### src/rtl/vs_hex_word_parser.sv
// vs_hex_word_parser
// Accumulates ASCII hex digits MSB-first into a W-bit word and hands the word
// to the command layer when a terminator (CR, LF, space) arrives.
//
// Ports:
//   CLK, RST        clock (rising edge), synchronous active-high reset
//   ASCII/_VLD/_RDY byte input handshake from the UART receive path
//   WORD, WORD_CNT  parsed word (right-aligned) and its digit count
//   WORD_VLD/_RDY   word output handshake
//   ERR, ERR_CODE   one-cycle error pulse; 01 invalid char, 10 overflow,
//                   11 empty prefix
//
// Optional feature macro: VS_HEX_PREFIX_EN
//   When defined, a leading "0x"/"0X" is accepted and not counted as digits.
//
// state   | meaning
// IDLE    | no digits collected, terminators ignored
// ACC     | collecting digits
// DISCARD | after an error, swallowing bytes until a terminator
// HOLD    | word presented, waiting for WORD_RDY
module vs_hex_word_parser #(
    parameter int DIGITS = 4,
    parameter int W      = 4 * DIGITS,
    parameter int CW     = $clog2(DIGITS + 1)
) (
    input  logic          CLK,
    input  logic          RST,
    input  logic [7:0]    ASCII,
    input  logic          ASCII_VLD,
    output logic          ASCII_RDY,
    output logic [W-1:0]  WORD,
    output logic [CW-1:0] WORD_CNT,
    output logic          WORD_VLD,
    input  logic          WORD_RDY,
    output logic          ERR,
    output logic [1:0]    ERR_CODE
);

    localparam logic [1:0] S_IDLE    = 2'd0;
    localparam logic [1:0] S_ACC     = 2'd1;
    localparam logic [1:0] S_DISCARD = 2'd2;
    localparam logic [1:0] S_HOLD    = 2'd3;

    logic [1:0]    state_q, state_d;
    logic [W-1:0]  acc_q, acc_d;
    logic [CW-1:0] cnt_q, cnt_d;
    logic [W-1:0]  word_q, word_d;
    logic [CW-1:0] word_cnt_q, word_cnt_d;
    logic          word_vld_q, word_vld_d;
    logic          err_q, err_d;
    logic [1:0]    err_code_q, err_code_d;

    logic          is_dec, is_upper, is_lower, is_digit, is_term;
    logic [3:0]    dig_val;
    logic          accept;
    logic          take_pfx;   // byte is a legal "x" prefix right now
    logic          empty_pfx;  // terminator would close a prefix-only word

    assign is_dec   = (ASCII >= 8'h30) && (ASCII <= 8'h39);
    assign is_upper = (ASCII >= 8'h41) && (ASCII <= 8'h46);
    assign is_lower = (ASCII >= 8'h61) && (ASCII <= 8'h66);
    assign is_digit = is_dec || is_upper || is_lower;
    assign is_term  = (ASCII == 8'h0D) || (ASCII == 8'h0A) || (ASCII == 8'h20);
    // Letters: low nibble 1..6 maps to 10..15 for both cases.
    assign dig_val  = is_dec ? ASCII[3:0] : (ASCII[3:0] + 4'd9);

    assign accept   = ASCII_VLD && ASCII_RDY;

`ifdef VS_HEX_PREFIX_EN
    logic prefix_q, prefix_d;
    logic is_pfx;

    assign is_pfx    = (ASCII == 8'h78) || (ASCII == 8'h58);
    // The prefix is only legal right after a single leading '0'.
    assign take_pfx  = is_pfx && !prefix_q && (cnt_q == CW'(1)) && (acc_q == '0);
    assign empty_pfx = prefix_q && (cnt_q == '0);

    always_comb begin
        prefix_d = prefix_q;
        if ((state_q == S_ACC) && accept && take_pfx) begin
            prefix_d = 1'b1;
        end
        if (state_d != S_ACC) begin
            prefix_d = 1'b0;
        end
    end

    always_ff @(posedge CLK) begin
        if (RST) begin
            prefix_q <= 1'b0;
        end else begin
            prefix_q <= prefix_d;
        end
    end
`else
    assign take_pfx  = 1'b0;
    assign empty_pfx = 1'b0;
`endif

    always_comb begin
        state_d    = state_q;
        acc_d      = acc_q;
        cnt_d      = cnt_q;
        word_d     = word_q;
        word_cnt_d = word_cnt_q;
        word_vld_d = word_vld_q;
        err_d      = 1'b0;
        err_code_d = 2'b00;

        case (state_q)
            S_IDLE: begin
                if (accept) begin
                    if (is_digit) begin
                        acc_d   = W'(dig_val);
                        cnt_d   = CW'(1);
                        state_d = S_ACC;
                    end else if (!is_term) begin
                        err_d      = 1'b1;
                        err_code_d = 2'b01;
                        state_d    = S_DISCARD;
                    end
                end
            end
            S_ACC: begin
                if (accept) begin
                    if (is_digit) begin
                        if (cnt_q == CW'(DIGITS)) begin
                            err_d      = 1'b1;
                            err_code_d = 2'b10;
                            acc_d      = '0;
                            cnt_d      = '0;
                            state_d    = S_DISCARD;
                        end else begin
                            acc_d = (acc_q << 4) | W'(dig_val);
                            cnt_d = cnt_q + CW'(1);
                        end
                    end else if (is_term) begin
                        if (empty_pfx) begin
                            err_d      = 1'b1;
                            err_code_d = 2'b11;
                            acc_d      = '0;
                            cnt_d      = '0;
                            state_d    = S_IDLE;
                        end else begin
                            word_d     = acc_q;
                            word_cnt_d = cnt_q;
                            word_vld_d = 1'b1;
                            state_d    = S_HOLD;
                        end
                    end else if (take_pfx) begin
                        acc_d = '0;
                        cnt_d = '0;
                    end else begin
                        err_d      = 1'b1;
                        err_code_d = 2'b01;
                        acc_d      = '0;
                        cnt_d      = '0;
                        state_d    = S_DISCARD;
                    end
                end
            end
            S_DISCARD: begin
                if (accept && is_term) begin
                    state_d = S_IDLE;
                end
            end
            default: begin  // S_HOLD: ASCII_RDY is low, bytes are not taken
                if (word_vld_q && WORD_RDY) begin
                    word_vld_d = 1'b0;
                    acc_d      = '0;
                    cnt_d      = '0;
                    state_d    = S_IDLE;
                end
            end
        endcase
    end

    always_ff @(posedge CLK) begin
        if (RST) begin
            state_q    <= S_IDLE;
            acc_q      <= '0;
            cnt_q      <= '0;
            word_q     <= '0;
            word_cnt_q <= '0;
            word_vld_q <= 1'b0;
            err_q      <= 1'b0;
            err_code_q <= 2'b00;
        end else begin
            state_q    <= state_d;
            acc_q      <= acc_d;
            cnt_q      <= cnt_d;
            word_q     <= word_d;
            word_cnt_q <= word_cnt_d;
            word_vld_q <= word_vld_d;
            err_q      <= err_d;
            err_code_q <= err_code_d;
        end
    end

    assign ASCII_RDY = (state_q != S_HOLD);
    assign WORD      = word_q;
    assign WORD_CNT  = word_cnt_q;
    assign WORD_VLD  = word_vld_q;
    assign ERR       = err_q;
    assign ERR_CODE  = err_code_q;

endmodule

### config.mk
export PLATFORM = sky130hd
export DESIGN_NAME = vs_hex_word_parser
export DESIGN_NICKNAME = d
export VERILOG_FILES = /design/src/rtl/vs_hex_word_parser.sv
export SDC_FILE = /design/constraint.sdc
export NUM_CORES = 1
export LEC_CHECK = 0
export BUFFER_PORTS_ARGS = -buffer_cell sky130_fd_sc_hd__buf_2
export CORE_MARGIN = 8
export CORE_UTILIZATION = 33
export CTS_BUF_LIST = sky130_fd_sc_hd__clkbuf_8
export CTS_CLUSTER_SIZE = 30
export DETAILED_ROUTE_END_ITERATION = 10
export PLACE_DENSITY_LB_ADDON = 0.2
export SLEW_MARGIN = 15
export SYNTH_ARGS = -nofsm -noshare
export SYNTH_HDL_FRONTEND = slang
export SYNTH_SLANG_ARGS = --single-unit
### constraint.sdc
create_clock -name CLK -period 3.47 [get_ports CLK]
set_input_delay 0.347 -clock CLK [delete_from_list [all_inputs] [get_ports CLK]]
set_output_delay 0.347 -clock CLK [all_outputs]
set_load 0.03 [all_outputs]
## Word-level counts from Yosys, hierarchy flattened

Index checks and enable logic that the tools add are counted.

- Register bits: 44
- Word-level logic and storage cells: 101
- Output and inout bits: 24

- Eq/ne operators: 16
- Add/subtract/negate cells: 2
- Reduce and logical (&&, ||, !) cells: 19
- $lt $le $gt $ge: 6
- Bitwise gates (word level): 4
- Mux-type cells: 46

Operators with widths:

| cell | number |
|---|---|
| 16-bit 2-to-1 mux | 7 |
| 16-bit case mux with 3 select lines | 1 |
| 2-bit 2-to-1 mux | 11 |
| 3-bit 2-to-1 mux | 7 |
| 8-bit by 4-bit equality test with 1-bit output, second input constant | 2 |
| 8-bit by 7-bit greater-or-equal comparator with 1-bit output, second input constant | 2 |
| 8-bit by 7-bit <= comparator with 1-bit output, second input constant | 2 |
| 16-bit by 4-bit OR with 16-bit output | 1 |
| 1-bit 2-to-1 mux | 14 |
| 2-bit inequality test, second input constant | 7 |
| 6-bit AND reduction | 2 |
| 3-bit inequality test, second input constant | 3 |
| 3-bit case mux with 3 select lines | 1 |
| 8-bit by 6-bit equality test with 1-bit output, second input constant | 1 |
| 8-bit by 6-bit greater-or-equal comparator with 1-bit output, second input constant | 1 |
| 8-bit by 6-bit <= comparator with 1-bit output, second input constant | 1 |
| 1-bit logical AND | 6 |
| 2-bit case mux with 3 select lines | 1 |
| 5-bit AND reduction | 1 |
| 4-bit adder, second input constant | 1 |
| 1-bit logical OR | 4 |
| 4-bit 2-to-1 mux | 1 |
| 1-bit case mux with 2 select lines | 2 |
| 2-bit case mux with 2 select lines | 1 |
| 11 further kinds | 13 |

## Longest topological paths before layout

Gate-level depths: netlist of the first run.

- Depth in word-level cells: 8
- Depth in mapped cells: 10

## Least setup slack after synthesis of the first run

No wires, ideal clock.

- Path kind: register -> register
- Start: reg state_q[0]
- End: reg acc_q[10]
- Path buffers: 2
- Data arrival time: 1.944 ns
- Slack: 1.409 ns
- Cell stages (with the launch flop): 8
- Period minus slack after synthesis: 2.061 ns
- Setup time: 0.117 ns
- Cell sequence: dfxtp_1 -> clkbuf_1 -> nand2_1 -> nor2_1 -> o32ai_4 -> and2_4 -> buf_6 -> a22o_1

- Word-level cells in the longest chain between the ends: 4

RTL lines:

| element | RTL line | source |
|---|---|---|
| start: declaration | 44 | `logic [1:0] state_q, state_d;` |
| start signal: assignment | 189 | `state_q <= state_d;` |
| 2-bit inequality test (*) | 200 | `assign ASCII_RDY = (state_q != S_HOLD);` |
| via ASCII_RDY | 30 | `output logic ASCII_RDY,` |
| 1-bit logical AND (*) | 67 | `assign accept = ASCII_VLD && ASCII_RDY;` |
| 2-bit inequality test (no line) | n/a |  |
| 6-bit AND reduction (no line) (*) | n/a |  |
| end signal: assignment | 181 | `acc_q <= '0;` |
| end signal: assignment | 190 | `acc_q <= acc_d;` |
| end: declaration | 45 | `logic [W-1:0] acc_q, acc_d;` |

The timed path passes the listed nets; every way through them passes the cells marked *.
A chain may end at the register's enable or synchronous reset.

## Worst setup path after layout of the first run

- Start: in ASCII[0]
- End: reg acc_q[5]

- Word-level cells in the longest chain between the ends: 7

RTL lines:

| element | RTL line | source |
|---|---|---|
| start: declaration | 28 | `input logic [7:0] ASCII,` |
| 8-bit by 6-bit greater-or-equal comparator with 1-bit output (tied with other cells) | 59 | `assign is_dec = (ASCII >= 8'h30) && (ASCII <= 8'h39);` |
| 1-bit logical AND (on tied branches) | 59, 60 |  |
| 1-bit logical OR (2 in a row) | 62 | `assign is_digit = is_dec \|\| is_upper \|\| is_lower;` |
| 16-bit 2-to-1 mux | 126 | `if (is_digit) begin` |
| 16-bit 2-to-1 mux | 125 | `if (accept) begin` |
| 16-bit case mux with 3 select lines | 110 | `case (state_q)` |

Parallel ways exist; a longest one is shown, timed or not. The select of a mux whose other input is x is not followed.

==> flow_summary.ini, run 1 <==
[run_status]
outcome = completed

[drt]
wl_per_cell_um = 13.15
num_vias = 1464
vias_per_cell = 4.816
wl_um = 3997
first_pass_iters = 4
drt_first_iter_violations = 52
antenna_left = 0
drc_errors = 0

[power]
p_leak_nw = 1.073
peakVddDrop_mv = 0.1991
p_total_mw = 0.9925
power_frac_clock_pct = 41.0
internal_power_mw = 0.7711
p_sw_share_pct = 22.31
p_per_area_mw_per_mm2 = 437.5
switching_power_mw = 0.2214
pwr-share-seq_pct = 51.8
combinationalPowerShare_pct = 7.2

[cts]
cts_buffers = 5
clkSinkCount = 44
cts-htree-levels = 2
cts_tree = built
cts_root_buf = clkbuf_8
cts_max_path_buffers = 2
postCtsHoldBufs = 0
path_clk_slew_ns = 0.08
cts_setup_buffers = 0
clkLatencyLatePin_ns = 0.29
cts-resized-gates = 0

[grt]
grtUsageMet1_pct = 12.83
grt_pass1_vias = 1441
track_usage_pct = 9.897
grt_max_degree = 31
grt_pass1_wl_um = 7017
grt_overflow = 0
antenna_found_initial = 0
grt_util_met3_pct = 2.832
top_usage_layer = met2
met2_usage_pct = 15.26

[timing]
report.final.hold_viol_count = 0
slew_headroom_pct = 49.35
fin_skew_ns = 0.005761
min_period_ns = 2.180
tightest_slew_ns = 0.7556
max_freq_mhz = 458.7
tns_ns = 0
finalSetupViolCount = 0
rsz0062_at_grt = no
maxSlewViolCount = 0
fin_hold_ws_ns = 0.3264
min_period_over_period_pct = 62.83

[worst_setup_path]
worstPathRequired_ns = 3.71
criticalPathCategory = in2reg
arrival_ns = 2.42
cp-start-kind = input pin
crit_fanout = 12
critPathMaxStageDelay_ns = 0.65
worstPathCellList = buf_2 -> inv_1 -> ha_1 -> nor3b_1 -> o31a_1 -> nor2_4 -> nand2_1 -> nor3_2 -> a22o_1
crit_slowest_cell = nor3_2
endpoint_kind = register

[job]
maxCapViolations = 0

[yosys]
ys.flop_type = dfxtp_1
seq_area_frac_synth_pct = 45.80
synth_nets = 214
syn_avg_cell_area_sq_um = 9.862
ys_async_sr_fraction_pct = 0
yosys_warnings = 0
netlist_area_sq_mm = 0.001923
syn_inst = 195
synthDistinctLibCells = 47
ys_ff_latch = 44
synth-edff-count = 0

[floorplan]
die_w_um = 92.34
ios = 36
dieArea_sq_mm = 0.008527
start_util_pct = 33.27
die-height_um = 92.34
num_rows = 28
coreArea_sq_mm = 0.005781

[cells_and_area]
diodes = 0
fin_area_sq_mm = 0.002268
syn_to_final_growth_pct = 17.96
drive_above_1_share_pct = 22.27
nNetsFinal = 247

[place]
dpl_cell_area_sq_mm = 0.002147
globalplace.congestion = 0.8039
io_buffers = 35
dpl.hpwl_um = 2956

[hold_path]
hp-class = in2reg
-- path summary, 6_finish.rpt --
kind	startpoint	endpoint	slack, ns	depth (start not counted)
setup reg to reg	state_q[0]	acc_q[5]	1.36	5
setup / recovery	ASCII[0]	acc_q[5]	1.29	9
hold / removal	ASCII_VLD	ERR_CODE[1]	0.33	3
hold reg to reg	WORD_VLD	WORD_VLD	0.47	2
-- Yosys cell counts (2+ instances only) --
cell type / n / area, sq um
clkbuf_1: 5 / 18.77
and2_1: 2 / 12.51
nand3_1: 2 / 10.01
nor3_1: 3 / 15.01
nor2_1: 32 / 120.1
inv_1: 9 / 33.78
nand3b_1: 2 / 15.01
buf_2: 3 / 15.01
xnor2_1: 3 / 26.28
a21oi_1: 4 / 20.02
o21ai_1: 3 / 15.01
nand2_1: 10 / 37.54
ha_1: 7 / 87.58
a22o_1: 12 / 105.1
mux2i_1: 20 / 200.2
dfxtp_1: 44 / 880.8
a2bb2oi_1: 4 / 35.03
-- metal layers --
layer / vias up / wire length [um]
met5: - / 0
met4: 0 / 38
met3: 2 / 188
met2: 34 / 1745
met1: 673 / 2025
li1: 755 / -
-- cell type report --
cell class,count,area [sq um]
Fill cell,610,3512
Multi-Input combinational cell,132,955.9
Sequential cell,44,880.8
Timing Repair Buffer,36,182.7
Tap cell,75,93.84
Clock buffer,6,82.58
Clock inverter,2,38.79
Inverter,9,33.78
-- kinds of logic after synthesis --
logic type,synth area share [%]
flip-flops,45.80
AO/OA/AOI/OAI,17.63
XOR/XNOR,1.367
multiplexers,10.41
AND/OR/NAND/NOR,15.75
buffers and inverters,4.489
adder cells (fa/ha/maj),4.554
-- sequential cells by signal, summed over array words and instances, names as in the netlist --
signal,count
WORD_VLD,1
state_q,2
acc_q,16
WORD,16
cnt_q,3
ERR,1
ERR_CODE,2
WORD_CNT,3
-- metrics by stage --
| step | setup WS [ns] | util, % | instances |
|---|---|---|---|
| finish | 1.290 | 39.24 | 304 |
| global route | 1.083 | 39.24 | 304 |
| CTS | 1.279 | 39.24 | 304 |
| detailed placement | 0.9797 | 37.14 | 296 |
| global placement | 0.9694 | 37.14 | 296 |
| floorplan | 1.409 | - | 195 |
-- critical path: cells and delay by family --
| family | cells | cell delay, ns |
|---|---|---|
| AND/OR/NAND/NOR | 4 | 1.11 |
| AO/OA/AOI/OAI | 2 | 0.54 |
| adder cells (fa/ha/maj) | 1 | 0.22 |
| buffers and inverters | 2 | 0.20 |
-- power by group through the flow --
stage	clock network, mW	logic [mW]	registers, mW
after floorplan	0	0.0526	0.525
after global placement	0	0.0724	0.526
after detailed placement	0	0.0718	0.527
after CTS	0.420	0.0722	0.515
after global routing	0.437	0.0799	0.515
final	0.407	0.0713	0.514
-- cell usage in the layout (no fill, tap or decap), types with 2 or more instances in the layout --
cell	Yosys	layout
nor3_1	3	3
buf_2	3	35
a22o_1	12	12
nand3b_1	2	2
nand3_1	2	2
a21oi_1	4	4
nand2_1	10	10
ha_1	7	7
nor2_1	32	32
clkbuf_8	0	6
dfxtp_1	44	44
mux2i_1	20	20
and2_1	2	2
a2bb2oi_1	4	4
xnor2_1	3	3
o21ai_1	3	3
inv_1	9	9
Note: power is estimated with default switching activity, not from simulation.
==> inputs of run 2 (changes only) <==
- clock period: 3.47 -> 2.1 ns (I/O delays scaled with it)
==> run 2 against run 1 <==
Effect of this change:
- global-route usage about the same
- total power up 50%
- critical path depth up 2
- design area up 3.5%
- largest cell class unchanged
==> flow_summary.ini, run 2 (synthesized netlist as in run 1, its figures left out) <==
[run_status]
outcome = completed

[worst_setup_path]
worstPathRequired_ns = 2.32
arrival_ns = 2.02
worstPathCellList = buf_2 -> inv_1 -> ha_1 -> nand2_1 -> a2111oi_2 -> buf_4 -> a31oi_2 -> o32ai_4 -> buf_4 -> a21oi_1 -> o22ai_1
cp_common_cell = buf_4
critPathMaxStageDelay_ns = 0.40
endpoint_kind = register
cp-start-kind = input pin
crit_fanout = 8
criticalPathCategory = in2reg
crit_slowest_cell = a2111oi_2

[timing]
fin_skew_ns = 0.007135
max_freq_mhz = 555.3
slew_headroom_pct = 69.80
maxSlewViolCount = 0
tns_ns = 0
report.final.hold_viol_count = 0
tightest_slew_ns = 0.4493
min_period_over_period_pct = 85.76
finalSetupViolCount = 0
min_period_ns = 1.801
rsz0062_at_grt = no

[place]
dpl_cell_area_sq_mm = 0.002260
globalplace.congestion = 0.8373
place_inst = 311
io_buffers = 35
dpl.hpwl_um = 3107

[grt]
track_usage_pct = 9.890
grt_pass1_wl_um = 6900
grt_max_degree = 30
antenna_found_initial = 0
grt_overflow = 0
grt_pass1_vias = 1467

[power]
power_frac_clock_pct = 33.9
pwr-share-seq_pct = 56.7
p_total_mw = 1.490
combinationalPowerShare_pct = 9.4
peakVddDrop_mv = 0.2446
switching_power_mw = 0.3659
internal_power_mw = 1.125
p_per_area_mw_per_mm2 = 635.0
p_leak_nw = 1.125
p_sw_share_pct = 24.55

[cells_and_area]
syn_to_final_growth_pct = 22.06
layout.cells.most_common = dfxtp_1
drive_above_1_share_pct = 26.75
fin_area_sq_mm = 0.002347
mostFrequentLayoutCells = dfxtp_1, buf_2, nor2_1
post-route-util_pct = 40.61
fin_cells = 318
nNetsFinal = 262
diodes = 0

[cts]
cts_tree = built
path_clk_slew_ns = 0.07
postCtsHoldBufs = 0
cts_root_buf = clkbuf_8
cts-resized-gates = 0
cts-htree-levels = 2
clkSinkCount = 44
clkLatencyLatePin_ns = 0.30
cts_buffers = 5
cts_setup_buffers = 0
cts_max_path_buffers = 2

[job]
maxCapViolations = 0

[drt]
drt_first_iter_violations = 84
wl_um = 4044
first_pass_iters = 4
antenna_left = 0
drc_errors = 0
vias_per_cell = 4.733
num_vias = 1505
wl_per_cell_um = 12.72

[floorplan]
die_w_um = 92.34
start_util_pct = 33.27
die-height_um = 92.34
ios = 36
coreArea_sq_mm = 0.005781
num_rows = 28
dieArea_sq_mm = 0.008527

[hold_path]
hp-class = in2reg
## run 2: cell types whose count changed in the layout (fill, tap and decap cells not counted)
| cell | previous run | this run |
|---|---|---|
| nor3_2 | 1 | 0 |
| buf_4 | 1 | 16 |
| clkinv_4 | 1 | 0 |
| clkbuf_8 | 6 | 5 |
| bufinv_16 | 1 | 0 |
| nor3_4 | 0 | 1 |
| clkinv_2 | 0 | 1 |
| clkinvlp_4 | 0 | 1 |
## run 2: path summary, 6_finish.rpt
kind	start	end	slack, ns	depth (start not counted)
worst max-delay path	ASCII[1]	cnt_q[2]	0.30	11
worst min-delay path	ASCII_VLD	ERR_CODE[1]	0.19	3
worst max register to register	state_q[0]	acc_q[8]	0.34	5
worst min register to register	WORD_VLD	WORD_VLD	0.47	2
## run 2: cell type report
| type | count | area [sq um] |
|---|---|---|
| Tap cell | 75 | 93.84 |
| Inverter | 9 | 33.78 |
| Timing Repair Buffer | 51 | 295.3 |
| Clock buffer | 5 | 68.82 |
| Sequential cell | 44 | 880.8 |
| Multi-Input combinational cell | 132 | 962.2 |
| Fill cell | 586 | 3433 |
| Clock inverter | 2 | 12.51 |
## run 2: routing by layer
metal,GRT usage (%),share of wire [%],vias to the layer above
li1,-,-,782
met1,12.22,50,683
met2,15.32,44,34
met3,2.994,4.7,6
met4,4.832,1.9,0
met5,0,0,-
## run 2: metrics by stage
step	hold WS, ns	setup slack, ns
global route	0.1844	0.1181
detailed placement	0.4568	-0.05425
finish	0.1926	0.2991
floorplan	0.3023	0.03910
global placement	0.4506	-0.06267
CTS	0.1773	0.1837
## run 2: worst max-delay path, delay by kind of cell
kind	cells	cell delay, ns
compound gates	5	0.92
fa+ha+maj	1	0.20
buf+inv	4	0.61
simple gates	1	0.08
## run 2: power by group through the flow
| stage | clock, mW | sequential, mW | combinational, mW |
|---|---|---|---|
| floorplan | 0 | 0.868 | 0.0868 |
| global placement | 0 | 0.865 | 0.141 |
| detailed placement | 0 | 0.865 | 0.140 |
| CTS | 0.531 | 0.846 | 0.141 |
| global route | 0.562 | 0.847 | 0.155 |
| finish | 0.505 | 0.846 | 0.140 |
==> inputs of run 3 (changes only) <==
==> constraint.sdc (replaced) <==
create_clock -name CLK -period 2.1 [get_ports CLK]
set_input_delay 0.63 -clock CLK [delete_from_list [all_inputs] [get_ports CLK]]
set_output_delay 0.63 -clock CLK [all_outputs]
set_load 0.03 [all_outputs]
==> run 3 against run 2 <==
Effect of this change:
- sequential power increased by 0.5%
- wire length increased by 9.1%
- clock skew increased by 0.0020 ns
- sequential cell count unchanged
- register-to-register slack improved by 0.20 ns
- die area unchanged
- critical path depth decreased by 1
- total power increased by 14%
- sequential share of layout area decreased by 4.3 points
- first-iteration DRC count increased by 3.6%
- clock-buffer cell count increased by 1
- global-route usage increased by 0.44 points
- critical path type unchanged
- largest power group unchanged
==> flow_summary.ini, run 3 (synthesized netlist as in run 1, its figures left out) <==
[power]
p_leak_nw = 1.262
peakVddDrop_mv = 0.2659
p_per_area_mw_per_mm2 = 640.5

[cts]
path_clk_slew_ns = 0.09
postCtsHoldBufs = 0
cts_max_path_buffers = 2
clkLatencyLatePin_ns = 0.29
clkSinkCount = 44
cts-htree-levels = 2
cts_tree = built
cts_root_buf = clkbuf_8
cts_buffers = 5

[cells_and_area]
diodes = 0
fin_area_sq_mm = 0.002648
layout.cells.most_common = dfxtp_1
fill_cells = 562
syn_to_final_growth_pct = 37.67
post-route-util_pct = 45.80
mostFrequentLayoutCells = dfxtp_1, buf_2, nor2_1
nNetsFinal = 279
drive_above_1_share_pct = 35.63

[grt]
antenna_found_initial = 0
grt_pass1_vias = 1583
grt_pass1_wl_um = 7238
grt_max_degree = 26
track_usage_pct = 10.33
grt_overflow = 0

[floorplan]
dieArea_sq_mm = 0.008527
coreArea_sq_mm = 0.005781
die_w_um = 92.34
die-height_um = 92.34
num_rows = 28
start_util_pct = 33.27
ios = 36

[timing]
maxSlewViolCount = 0
fin_hold_ws_ns = 0.4613
rsz0062_at_grt = yes
slew_headroom_pct = 75.19
fin_skew_ns = 0.009161
max_freq_mhz = 495.3
report.final.hold_viol_count = 0
tightest_slew_ns = 0.3696
min_period_ns = 2.019
finalSetupViolCount = 0
min_period_over_period_pct = 96.15

[run_status]
outcome = completed

[drt]
wl_per_cell_um = 13.13
vias_per_cell = 4.750
drc_errors = 0
num_vias = 1596
antenna_left = 0
drt_first_iter_violations = 87
wl_um = 4410
first_pass_iters = 4

[worst_setup_path]
arrival_ns = 2.21
criticalPathCategory = in2reg
crit_fanout = 6
worstPathRequired_ns = 2.29
cp-start-kind = input pin
critPathMaxStageDelay_ns = 0.32
crit_slowest_cell = o31a_1
worstPathCellList = buf_2 -> inv_1 -> ha_1 -> nor3b_2 -> o31a_1 -> nor2_4 -> buf_6 -> o32ai_4 -> and2_4 -> a22o_1
endpoint_kind = register

[hold_path]
hp-class = reg2reg

[place]
dpl.hpwl_um = 3177
dpl_cell_area_sq_mm = 0.002385
io_buffers = 35
globalplace.congestion = 0.7731

[job]
maxCapViolations = 0
[run 3: cell count changes in the layout (fill, tap and decap cells not counted), sizes merged]
cell      previous run  this run
clkbuf               5         7
bufinv               0         1
buf                 51        66
clkinvlp             1         0
and2                 3         4
[run 3: metal layers]
metal | up-vias | wire length, um | GRT usage [%]
met5 | - | 0 | 0
met1 | 737 | 2076 | 11.74
li1 | 821 | - | -
met2 | 35 | 2090 | 17.64
met3 | 3 | 207 | 3.236
met4 | 0 | 36 | 4.027
[run 3: metrics by stage]
stage / TNS (ns) / total power, mW / cells / worst slack (ns)
detailed placement: -12.81 / 1.025 / 323 / -0.4529
CTS: 0 / 1.709 / 332 / 0.005514
global route: -0.005236 / 1.772 / 336 / -0.005236
floorplan: -1.623 / 0.9568 / 195 / -0.1546
finish: 0 / 1.696 / 336 / 0.08094
global placement: -11.85 / 1.026 / 323 / -0.4373
[run 3: final timing paths]
| kind | startpoint | endpoint | slack (ns) | depth (start not counted) |
|---|---|---|---|---|
| min | WORD_VLD | WORD_VLD | 0.46 | 2 |
| min reg2reg | WORD_VLD | WORD_VLD | 0.46 | 2 |
| max | ASCII[0] | acc_q[12] | 0.08 | 10 |
| max reg2reg | state_q[1] | acc_q[14] | 0.54 | 7 |
[run 3: what timing repair did]
item | in CTS | in global routing
cloned | 1 | 1
buffers inserted | 1 | 3
setup endpoints to repair | 13 | 39
hold endpoints to repair | 0 | 0
pin swaps | 4 | 7
gates resized for setup | 4 | 11
[run 3: final cells by class]
cell class | instances | area [sq um] | area share (%)
Inverter | 9 | 33.78 | 1.276
Timing Repair Buffer | 67 | 471.7 | 17.82
Clock buffer | 6 | 82.58 | 3.119
Multi-Input combinational cell | 133 | 1046 | 39.51
Clock inverter | 2 | 38.79 | 1.465
Sequential cell | 44 | 880.8 | 33.27
Tap cell | 75 | 93.84 | 3.544
[run 3: where the power goes]
part	internal (mW)	total (mW)	switching (mW)
clock	0.389	0.673	0.284
sequential	0.841	0.850	0.00976
combinational	0.0825	0.172	0.0898
total	1.31	1.70	0.384
[run 3: critical path: cells and delay by family]
kind	cells	cell delay, ns
AND/OR/NAND/NOR	3	0.48
AO/OA/AOI/OAI	3	0.62
adder cells (fa/ha/maj)	1	0.21
buffers and inverters	3	0.26
